## src/rtl/core_rvfi_trace_pkg.sv

```systemverilog
// core_rvfi_trace_pkg
// Shared types and constants for the RVFI trace buffer.
//   XLEN / ILEN     : register/PC and instruction widths carried by the trace
//   TRC_FLAG_*      : bit positions inside trace_entry_t.flags
//   trace_entry_t   : one buffered retirement as presented on the trace stream
package core_rvfi_trace_pkg;

    localparam int XLEN = 64;
    localparam int ILEN = 32;

    localparam int TRC_FLAG_TRAP = 0;
    localparam int TRC_FLAG_INTR = 1;
    localparam int TRC_FLAG_LOST = 2;

    typedef struct packed {
        logic [63:0]      order;
        logic [ILEN-1:0]  insn;
        logic [XLEN-1:0]  pc_rdata;
        logic [XLEN-1:0]  pc_wdata;
        logic [4:0]       rd_addr;
        logic [XLEN-1:0]  rd_wdata;
        logic [2:0]       flags;
    } trace_entry_t;

endpackage

```

## src/rtl/core_rvfi_trace_buffer_if.sv

```systemverilog
// core_rvfi_trace_buffer_if
// Bundles the RVFI retirement inputs and the valid/ready trace stream.
//   slave  : the trace buffer (consumes rvfi_*, trc_ready; drives trc_*)
//   master : the environment (core + trace sink)
interface core_rvfi_trace_buffer_if;
    import core_rvfi_trace_pkg::*;

    logic              rvfi_valid;
    logic [ILEN-1:0]   rvfi_insn;
    logic              rvfi_trap;
    logic              rvfi_intr;
    logic [XLEN-1:0]   rvfi_pc_rdata;
    logic [XLEN-1:0]   rvfi_pc_wdata;
    logic              rvfi_rd_wen;
    logic [4:0]        rvfi_rd_addr;
    logic [XLEN-1:0]   rvfi_rd_wdata;

    logic              trc_valid;
    logic              trc_ready;
    logic [63:0]       trc_order;
    logic [ILEN-1:0]   trc_insn;
    logic [XLEN-1:0]   trc_pc_rdata;
    logic [XLEN-1:0]   trc_pc_wdata;
    logic [4:0]        trc_rd_addr;
    logic [XLEN-1:0]   trc_rd_wdata;
    logic [2:0]        trc_flags;

    modport slave (
        input  rvfi_valid, rvfi_insn, rvfi_trap, rvfi_intr, rvfi_pc_rdata,
               rvfi_pc_wdata, rvfi_rd_wen, rvfi_rd_addr, rvfi_rd_wdata,
               trc_ready,
        output trc_valid, trc_order, trc_insn, trc_pc_rdata, trc_pc_wdata,
               trc_rd_addr, trc_rd_wdata, trc_flags
    );

    modport master (
        output rvfi_valid, rvfi_insn, rvfi_trap, rvfi_intr, rvfi_pc_rdata,
               rvfi_pc_wdata, rvfi_rd_wen, rvfi_rd_addr, rvfi_rd_wdata,
               trc_ready,
        input  trc_valid, trc_order, trc_insn, trc_pc_rdata, trc_pc_wdata,
               trc_rd_addr, trc_rd_wdata, trc_flags
    );

endinterface

```

## src/rtl/core_rvfi_trace_buffer_fifo.sv

```systemverilog
// core_rvfi_trace_fifo
// Generic synchronous first-word-fall-through FIFO. The head entry is read
// straight out of registered storage, so rdata/empty depend only on state.
//   g_clk, g_resetn : clock, synchronous active-low reset (pointers/count)
//   push, wdata     : write; caller guarantees !full or a same-cycle pop
//   pop             : consume head; caller guarantees !empty
//   rdata           : head entry, valid while !empty
//   full/empty/count: occupancy, count in 0..DEPTH
module core_rvfi_trace_fifo #(
    parameter int WIDTH = 8,
    parameter int DEPTH = 8
) (
    input  logic                     g_clk,
    input  logic                     g_resetn,
    input  logic                     push,
    input  logic [WIDTH-1:0]         wdata,
    input  logic                     pop,
    output logic [WIDTH-1:0]         rdata,
    output logic                     full,
    output logic                     empty,
    output logic [$clog2(DEPTH):0]   count
);
    localparam int AW = $clog2(DEPTH);
    localparam logic [AW:0] CNT_FULL = (AW+1)'(DEPTH);

    logic [WIDTH-1:0] mem [DEPTH];
    logic [AW-1:0]    wr_ptr;
    logic [AW-1:0]    rd_ptr;

    always_ff @(posedge g_clk) begin
        if (!g_resetn) begin
            wr_ptr <= '0;
            rd_ptr <= '0;
            count  <= '0;
        end else begin
            if (push) wr_ptr <= wr_ptr + AW'(1);
            if (pop)  rd_ptr <= rd_ptr + AW'(1);
            count <= count + {{AW{1'b0}}, push} - {{AW{1'b0}}, pop};
        end
    end

    // Storage carries no reset; only the pointers define what is valid.
    always_ff @(posedge g_clk) begin
        if (push) mem[wr_ptr] <= wdata;
    end

    assign rdata = mem[rd_ptr];
    assign full  = (count == CNT_FULL);
    assign empty = (count == '0);

endmodule

```

## src/rtl/core_rvfi_trace_buffer.sv

```systemverilog
// core_rvfi_trace_buffer
// Stamps each RVFI retirement (NRET=1) with a 64-bit order number, buffers it
// in a FWFT FIFO and drains it over a valid/ready trace stream.
//   g_clk, g_resetn : clock, synchronous active-low reset
//   bus (slave)     : rvfi_* retirement inputs, trc_* trace stream
//   drop_count      : saturating count of retirements lost to overflow
//   core_stall      : back-pressure to the core
// Build option CORE_RVFI_TRACE_STALL_EN: when defined, core_stall is raised
// (registered) once count >= DEPTH-1 so the core's one in-flight retirement
// always finds a slot; when undefined core_stall is 0 and overflow drops.
module core_rvfi_trace_buffer
    import core_rvfi_trace_pkg::*;
#(
    parameter int DEPTH = 8
) (
    input  logic                      g_clk,
    input  logic                      g_resetn,
    core_rvfi_trace_buffer_if.slave   bus,
    output logic [15:0]               drop_count,
    output logic                      core_stall
);
    localparam int AW = $clog2(DEPTH);
    localparam logic [AW:0] CNT_FULL = (AW+1)'(DEPTH);

    trace_entry_t wr_entry;
    trace_entry_t rd_entry;
    logic         full, empty, push, pop, drop, rd_keep, lost_pending;
    logic [AW:0]  count;
    logic [63:0]  order;

    assign pop  = !empty & bus.trc_ready;
    assign push = bus.rvfi_valid & (!full | pop);
    assign drop = bus.rvfi_valid & full & !pop;

    // x0 writes are architecturally invisible, so they trace as "no write".
    assign rd_keep = bus.rvfi_rd_wen & (bus.rvfi_rd_addr != 5'd0);

    always_comb begin
        wr_entry                      = '0;
        wr_entry.order                = order;
        wr_entry.insn                 = bus.rvfi_insn;
        wr_entry.pc_rdata             = bus.rvfi_pc_rdata;
        wr_entry.pc_wdata             = bus.rvfi_pc_wdata;
        wr_entry.rd_addr              = rd_keep ? bus.rvfi_rd_addr  : 5'd0;
        wr_entry.rd_wdata             = rd_keep ? bus.rvfi_rd_wdata : '0;
        wr_entry.flags[TRC_FLAG_TRAP] = bus.rvfi_trap;
        wr_entry.flags[TRC_FLAG_INTR] = bus.rvfi_intr;
        wr_entry.flags[TRC_FLAG_LOST] = lost_pending;
    end

    core_rvfi_trace_fifo #(
        .WIDTH ($bits(trace_entry_t)),
        .DEPTH (DEPTH)
    ) u_fifo (
        .g_clk    (g_clk),
        .g_resetn (g_resetn),
        .push     (push),
        .wdata    (wr_entry),
        .pop      (pop),
        .rdata    (rd_entry),
        .full     (full),
        .empty    (empty),
        .count    (count)
    );

    // Order advances on every retirement, pushed or dropped, so a drop
    // shows up downstream as a gap in trc_order.
    always_ff @(posedge g_clk) begin
        if (!g_resetn) begin
            order        <= '0;
            lost_pending <= 1'b0;
            drop_count   <= '0;
        end else begin
            if (bus.rvfi_valid) order <= order + 64'd1;
            if (drop)           lost_pending <= 1'b1;
            else if (push)      lost_pending <= 1'b0;
            if (drop && drop_count != 16'hFFFF) drop_count <= drop_count + 16'd1;
        end
    end

`ifdef CORE_RVFI_TRACE_STALL_EN
    localparam logic [AW:0] CNT_STALL = (AW+1)'(DEPTH - 1);
    logic [AW:0] count_nxt;

    // Registered from next-state count so core_stall == (count >= DEPTH-1).
    assign count_nxt = count + {{AW{1'b0}}, push} - {{AW{1'b0}}, pop};

    always_ff @(posedge g_clk) begin
        if (!g_resetn) core_stall <= 1'b0;
        else           core_stall <= (count_nxt >= CNT_STALL);
    end
`else
    assign core_stall = 1'b0;
`endif

    // Occupancy invariants of the FIFO as seen from this level.
    count_in_range: assert property (@(posedge g_clk) disable iff (!g_resetn)
        (count <= CNT_FULL) && (full == (count == CNT_FULL)));

    assign bus.trc_valid    = !empty;
    assign bus.trc_order    = rd_entry.order;
    assign bus.trc_insn     = rd_entry.insn;
    assign bus.trc_pc_rdata = rd_entry.pc_rdata;
    assign bus.trc_pc_wdata = rd_entry.pc_wdata;
    assign bus.trc_rd_addr  = rd_entry.rd_addr;
    assign bus.trc_rd_wdata = rd_entry.rd_wdata;
    assign bus.trc_flags    = rd_entry.flags;

endmodule

```

## src/flat_wrapper.sv

```systemverilog
// flat-port wrapper written by rule: the top's interface ports become plain ports
module core_rvfi_trace_buffer_flat import core_rvfi_trace_pkg::*;
#(
    parameter int DEPTH = 8
)
  (g_clk, g_resetn, drop_count, core_stall, bus_rvfi_valid, bus_rvfi_insn, bus_rvfi_trap, bus_rvfi_intr, bus_rvfi_pc_rdata, bus_rvfi_pc_wdata, bus_rvfi_rd_wen, bus_rvfi_rd_addr, bus_rvfi_rd_wdata, bus_trc_ready, bus_trc_valid, bus_trc_order, bus_trc_insn, bus_trc_pc_rdata, bus_trc_pc_wdata, bus_trc_rd_addr, bus_trc_rd_wdata, bus_trc_flags);
  core_rvfi_trace_buffer_if bus_i ();
  input  logic g_clk;
  input  logic g_resetn;
  output logic [15:0] drop_count;
  output logic core_stall;
  input wire logic [$bits(bus_i.rvfi_valid)-1:0] bus_rvfi_valid;
  input wire logic [$bits(bus_i.rvfi_insn)-1:0] bus_rvfi_insn;
  input wire logic [$bits(bus_i.rvfi_trap)-1:0] bus_rvfi_trap;
  input wire logic [$bits(bus_i.rvfi_intr)-1:0] bus_rvfi_intr;
  input wire logic [$bits(bus_i.rvfi_pc_rdata)-1:0] bus_rvfi_pc_rdata;
  input wire logic [$bits(bus_i.rvfi_pc_wdata)-1:0] bus_rvfi_pc_wdata;
  input wire logic [$bits(bus_i.rvfi_rd_wen)-1:0] bus_rvfi_rd_wen;
  input wire logic [$bits(bus_i.rvfi_rd_addr)-1:0] bus_rvfi_rd_addr;
  input wire logic [$bits(bus_i.rvfi_rd_wdata)-1:0] bus_rvfi_rd_wdata;
  input wire logic [$bits(bus_i.trc_ready)-1:0] bus_trc_ready;
  output wire logic [$bits(bus_i.trc_valid)-1:0] bus_trc_valid;
  output wire logic [$bits(bus_i.trc_order)-1:0] bus_trc_order;
  output wire logic [$bits(bus_i.trc_insn)-1:0] bus_trc_insn;
  output wire logic [$bits(bus_i.trc_pc_rdata)-1:0] bus_trc_pc_rdata;
  output wire logic [$bits(bus_i.trc_pc_wdata)-1:0] bus_trc_pc_wdata;
  output wire logic [$bits(bus_i.trc_rd_addr)-1:0] bus_trc_rd_addr;
  output wire logic [$bits(bus_i.trc_rd_wdata)-1:0] bus_trc_rd_wdata;
  output wire logic [$bits(bus_i.trc_flags)-1:0] bus_trc_flags;
  assign bus_i.rvfi_valid = bus_rvfi_valid;
  assign bus_i.rvfi_insn = bus_rvfi_insn;
  assign bus_i.rvfi_trap = bus_rvfi_trap;
  assign bus_i.rvfi_intr = bus_rvfi_intr;
  assign bus_i.rvfi_pc_rdata = bus_rvfi_pc_rdata;
  assign bus_i.rvfi_pc_wdata = bus_rvfi_pc_wdata;
  assign bus_i.rvfi_rd_wen = bus_rvfi_rd_wen;
  assign bus_i.rvfi_rd_addr = bus_rvfi_rd_addr;
  assign bus_i.rvfi_rd_wdata = bus_rvfi_rd_wdata;
  assign bus_i.trc_ready = bus_trc_ready;
  assign bus_trc_valid = bus_i.trc_valid;
  assign bus_trc_order = bus_i.trc_order;
  assign bus_trc_insn = bus_i.trc_insn;
  assign bus_trc_pc_rdata = bus_i.trc_pc_rdata;
  assign bus_trc_pc_wdata = bus_i.trc_pc_wdata;
  assign bus_trc_rd_addr = bus_i.trc_rd_addr;
  assign bus_trc_rd_wdata = bus_i.trc_rd_wdata;
  assign bus_trc_flags = bus_i.trc_flags;
  core_rvfi_trace_buffer #(.DEPTH(DEPTH)) u_core (.g_clk(g_clk), .g_resetn(g_resetn), .bus(bus_i), .drop_count(drop_count), .core_stall(core_stall));
endmodule
```

## config.mk

```make
export PLATFORM = sky130hd
export DESIGN_NAME = core_rvfi_trace_buffer_flat
export DESIGN_NICKNAME = d
export VERILOG_FILES = /design/src/rtl/core_rvfi_trace_pkg.sv /design/src/rtl/core_rvfi_trace_buffer_if.sv /design/src/rtl/core_rvfi_trace_buffer_fifo.sv /design/src/rtl/core_rvfi_trace_buffer.sv /design/src/flat_wrapper.sv
export SDC_FILE = /design/constraint.sdc
export NUM_CORES = 2
export LEC_CHECK = 0
export BUFFER_PORTS_ARGS = -buffer_cell sky130_fd_sc_hd__buf_2
export CAP_MARGIN = 40
export CORE_UTILIZATION = 26
export DETAILED_ROUTE_END_ITERATION = 10
export PLACE_DENSITY = 0.42
export SLEW_MARGIN = 0
export SYNTH_ARGS = -nofsm -noshare
export SYNTH_HDL_FRONTEND = slang
export SYNTH_SLANG_ARGS = --single-unit
```

## constraint.sdc

```tcl
create_clock -name g_clk -period 54.1 [get_ports g_clk]
set_input_delay 5.41 -clock g_clk [delete_from_list [all_inputs] [get_ports g_clk]]
set_output_delay 5.41 -clock g_clk [all_outputs]
set_load 0.01 [all_outputs]
```

==> impl_summary.log <==
INFO  metric cellPowerDensity = 46.7 mW/mm2
INFO  metric rows = 219
INFO  metric grt_first_pass_wirelength = 347 mm
INFO  metric maximum_net_fanout_on_the_critical_path = 37
INFO  metric worst_slew_pin_tran = 0.967 ns
INFO  metric tritoncts = yes
INFO  metric worst_skew_pair.late_latency = 0.90 ns
INFO  metric synth_most_common_cell = sky130_fd_sc_hd__edfxtp_1
INFO  metric cp-start-kind = flop
INFO  metric timing.final.crit_share = 0.218
INFO  metric ioPinCount = 550
INFO  metric globalRouteMet2Util = 0.229
INFO  metric peakVddDrop = 0.0280 mV
INFO  metric yosys.area.top_type = sky130_fd_sc_hd__edfxtp_1
INFO  metric initial_core_util = 0.262
INFO  metric setup_violations = 0
INFO  metric reg2reg_to = u_core.u_fifo.mem[7][69]$_DFFE_PP_
INFO  metric clock_tree.htree_level_count = 5
INFO  metric muxShareOfSynthArea = 0.179
INFO  metric final.setup.worst_slack = 42.30 ns
INFO  metric route.detailed.drc = 0
INFO  metric initial_antenna_violation_count = 58
INFO  metric clk_root_buffer_cell = sky130_fd_sc_hd__clkbuf_16
INFO  metric count_of_vias_placed_by_the_detailed_router = 43,200
INFO  metric clk_transition_reported_paths = 0.05 ns
INFO  metric timing.critical_path.to_type = output port
INFO  metric gr-usage-met3 = 0.0242
INFO  metric die_h = 602 um
INFO  metric routed_wire_length_per_instance = 24.8 um
INFO  metric syn-num-nets = 4,281
INFO  metric async_set_or_reset_register_ratio_after_synthesis = 0
INFO  metric max_freq = 84.7 MHz
INFO  metric clock_period_minus_worst_slack = 11.80 ns
INFO  metric clock-skew-final = 0.0442 ns
INFO  metric timing.hold.worst.class = reg -> reg
INFO  metric grt_setup_unrepaired = false
INFO  metric synthXorXnorAreaFrac = 0.00422
INFO  metric cell_area_after_synthesis = 0.0935 mm2
INFO  metric setup-tns-final = 0 ns
INFO  metric core_region_area = 0.357 mm2
INFO  metric globalRouteTotalUtil = 0.131
INFO  metric netlist_instances = 4,035
INFO  metric synth_area_per_cell = 23.2 um2
INFO  metric rr_startpoint = u_core.u_fifo.count[2]$_SDFF_PN0_
INFO  metric route.detailed.vias_per_inst = 4.43
INFO  metric p_total = 5.23 mW
INFO  metric synth_seq_area_share = 0.781
INFO  metric worst-r2r-cell-count = 12
INFO  metric drt_pass1_iterations = 5
INFO  metric first_global_vias = 46,600
INFO  metric synth_top_family_by_area = multiplexers
INFO  metric hold_path.startpoint = u_core.u_fifo.rd_ptr[1]$_SDFFE_PN0N_
INFO  metric clock-sinks = 2,462
INFO  metric power.static_leakage = 35.2 nW
INFO  metric numCtsBuffers = 288
INFO  metric synth-warning-count = 0
INFO  metric first_iter_violations = 2,667
INFO  metric ys_types = 48
INFO  metric post-route-util = 0.313
INFO  metric final-hold-violation-count = 0
INFO  metric post_cts.resized_instances = 0
INFO  metric clockBufferDepth = 4
INFO  metric largest_net_degree_at_the_start_of_global_routing = 122
INFO  metric globalRoute.totalOverflow = 0
INFO  metric fp.dieArea = 0.362 mm2
INFO  metric whs = 0.477 ns
INFO  metric finalNetCount = 5,037
INFO  metric regToRegSetupSlack = 49.12 ns
INFO  metric worstHoldPathCells = 2
INFO  metric layout-drive-gt1-share = 0.391
INFO  metric globalplace.congestion = 0.699
INFO  metric worst_ep_arrival_time = 6.39 ns
INFO  metric status = finished, final reports clean
INFO  metric number_of_buffers_added_to_fix_hold_violations_after_cts = 0
INFO  metric netlist_top_cells_count = sky130_fd_sc_hd__edfxtp_1, sky130_fd_sc_hd__mux4_2, sky130_fd_sc_hd__mux2_2
INFO  metric max-cap-violations = 0
INFO  metric yosys.area_share.simple = 0.0198
INFO  metric syn_to_final_growth = 19.6%
INFO  metric timing.critical_path.required = 48.69 ns
INFO  metric compound_gate_fraction_of_synth_area = 0.00534
INFO  metric grt_use_met1 = 0.170
INFO  metric number_of_enable_flip_flop_cells_after_synthesis = 2,368
INFO  metric placement.io_buffers = 548
INFO  metric path_class = reg -> out
INFO  metric synth.ff_latch_count = 2,462
INFO  metric timing.max_slew.rel_slack = 0.355
INFO  metric dpl_worst_slack = 42.90 ns
INFO  metric gr-max-usage-layer = met2
INFO  metric most_area_consuming_cells_after_synthesis = sky130_fd_sc_hd__edfxtp_1, sky130_fd_sc_hd__mux4_2, sky130_fd_sc_hd__mux2_2
INFO  metric die_w = 602 um
INFO  metric yosys_most_used_dff = sky130_fd_sc_hd__edfxtp_1
INFO  metric route.final.wire_length = 242 mm
INFO  metric post-cts-setup-buffer-count = 0
INFO  metric dp_hpwl = 139 mm
INFO  metric synthAdderAreaFrac = 0.00142
INFO  metric area_share_of_the_largest_cell_type_after_synthesis = 0.761
INFO  metric maxSlewViolCount = 0
INFO  metric drtAntennaViolNets = 0
## power by group
group	internal, mW	total, mW	switching (mW)
logic	0.532	1.14	0.604
registers	2.21	2.24	0.0328
clock network	1.07	1.85	0.781
total	3.81	5.23	1.42
## cell usage in the layout (no fill, tap or decap), drive strengths merged, types with 28 or more instances in the layout
cell,count
a21oi,40
and2,74
buf,659
clkbuf,366
clkinv,109
dfxtp,94
edfxtp,2368
inv,38
mux2,296
mux4,592
nand2,36
nand3,28
nor2,63
xnor2,35
## layout make-up
cell class | count | area (um2)
Clock inverter | 140 | 1260
Clock buffer | 366 | 7650
Sequential cell | 2462 | 73000
Timing Repair Buffer | 660 | 4230
Fill cell | 34400 | 245000
Multi-Input combinational cell | 1356 | 19600
Inverter | 23 | 87.6
Antenna cell | 4 | 10.0
Tap cell | 4751 | 5940
## sequential cells by signal (all words and copies together) (netlist names), named ones only
name,cells
u_core.drop_count,16
u_core.lost_pending,1
u_core.order,64
u_core.u_fifo.count,4
u_core.u_fifo.mem,2368
u_core.u_fifo.rd_ptr,3
u_core.u_fifo.wr_ptr,3
## critical path, stage by stage (launching register included)
cell and delay [ns]:
sky130_fd_sc_hd__dfxtp_4 0.83, sky130_fd_sc_hd__buf_4 0.69, sky130_fd_sc_hd__buf_4 0.68, sky130_fd_sc_hd__buf_4 0.71
sky130_fd_sc_hd__buf_4 0.38, sky130_fd_sc_hd__buf_16 0.31, sky130_fd_sc_hd__buf_4 0.37, sky130_fd_sc_hd__buf_16 0.30
sky130_fd_sc_hd__mux4_2 0.55, sky130_fd_sc_hd__mux2_2 0.32, sky130_fd_sc_hd__buf_2 0.16
## cell families (layout without fill, tap and decap cells)
| kind of cell | count (synthesis) | count (layout) |
|---|---|---|
| flip-flops | 2462 | 2462 |
| AO/OA/AOI/OAI | 86 | 86 |
| buffers and inverters | 217 | 1189 |
| AND/OR/NAND/NOR | 324 | 324 |
| adder cells (fa/ha/maj) | 10 | 10 |
| XOR/XNOR | 45 | 45 |
| other | 1 | 5 |
| multiplexers | 890 | 890 |
## through the flow
step           cells  cell area [um2]
3_3_place_gp    9221           102000
2_1_floorplan   4035            93500
3_5_place_dp    9252           103000
6_report        9762           112000
4_1_cts         9758           112000
5_1_grt         9760           112000
## worst max path at each step
stage,cells past startpoint,endpoint
after floorplan,3,u_core.u_fifo.mem[0][0]$_DFFE_PP_
after global placement,8,bus_trc_pc_wdata[2]
after detailed placement,10,bus_trc_pc_wdata[2]
after CTS,10,bus_trc_pc_wdata[2]
after global routing,10,bus_trc_pc_wdata[2]
final,10,bus_trc_pc_wdata[2]
## metal layers
metal,up-vias,wire length (um)
li1,18600,-
met1,23400,104000
met2,895,123000
met3,386,10200
met4,6,4990
met5,-,35
No activity file was read; power rests on OpenSTA's default activity.
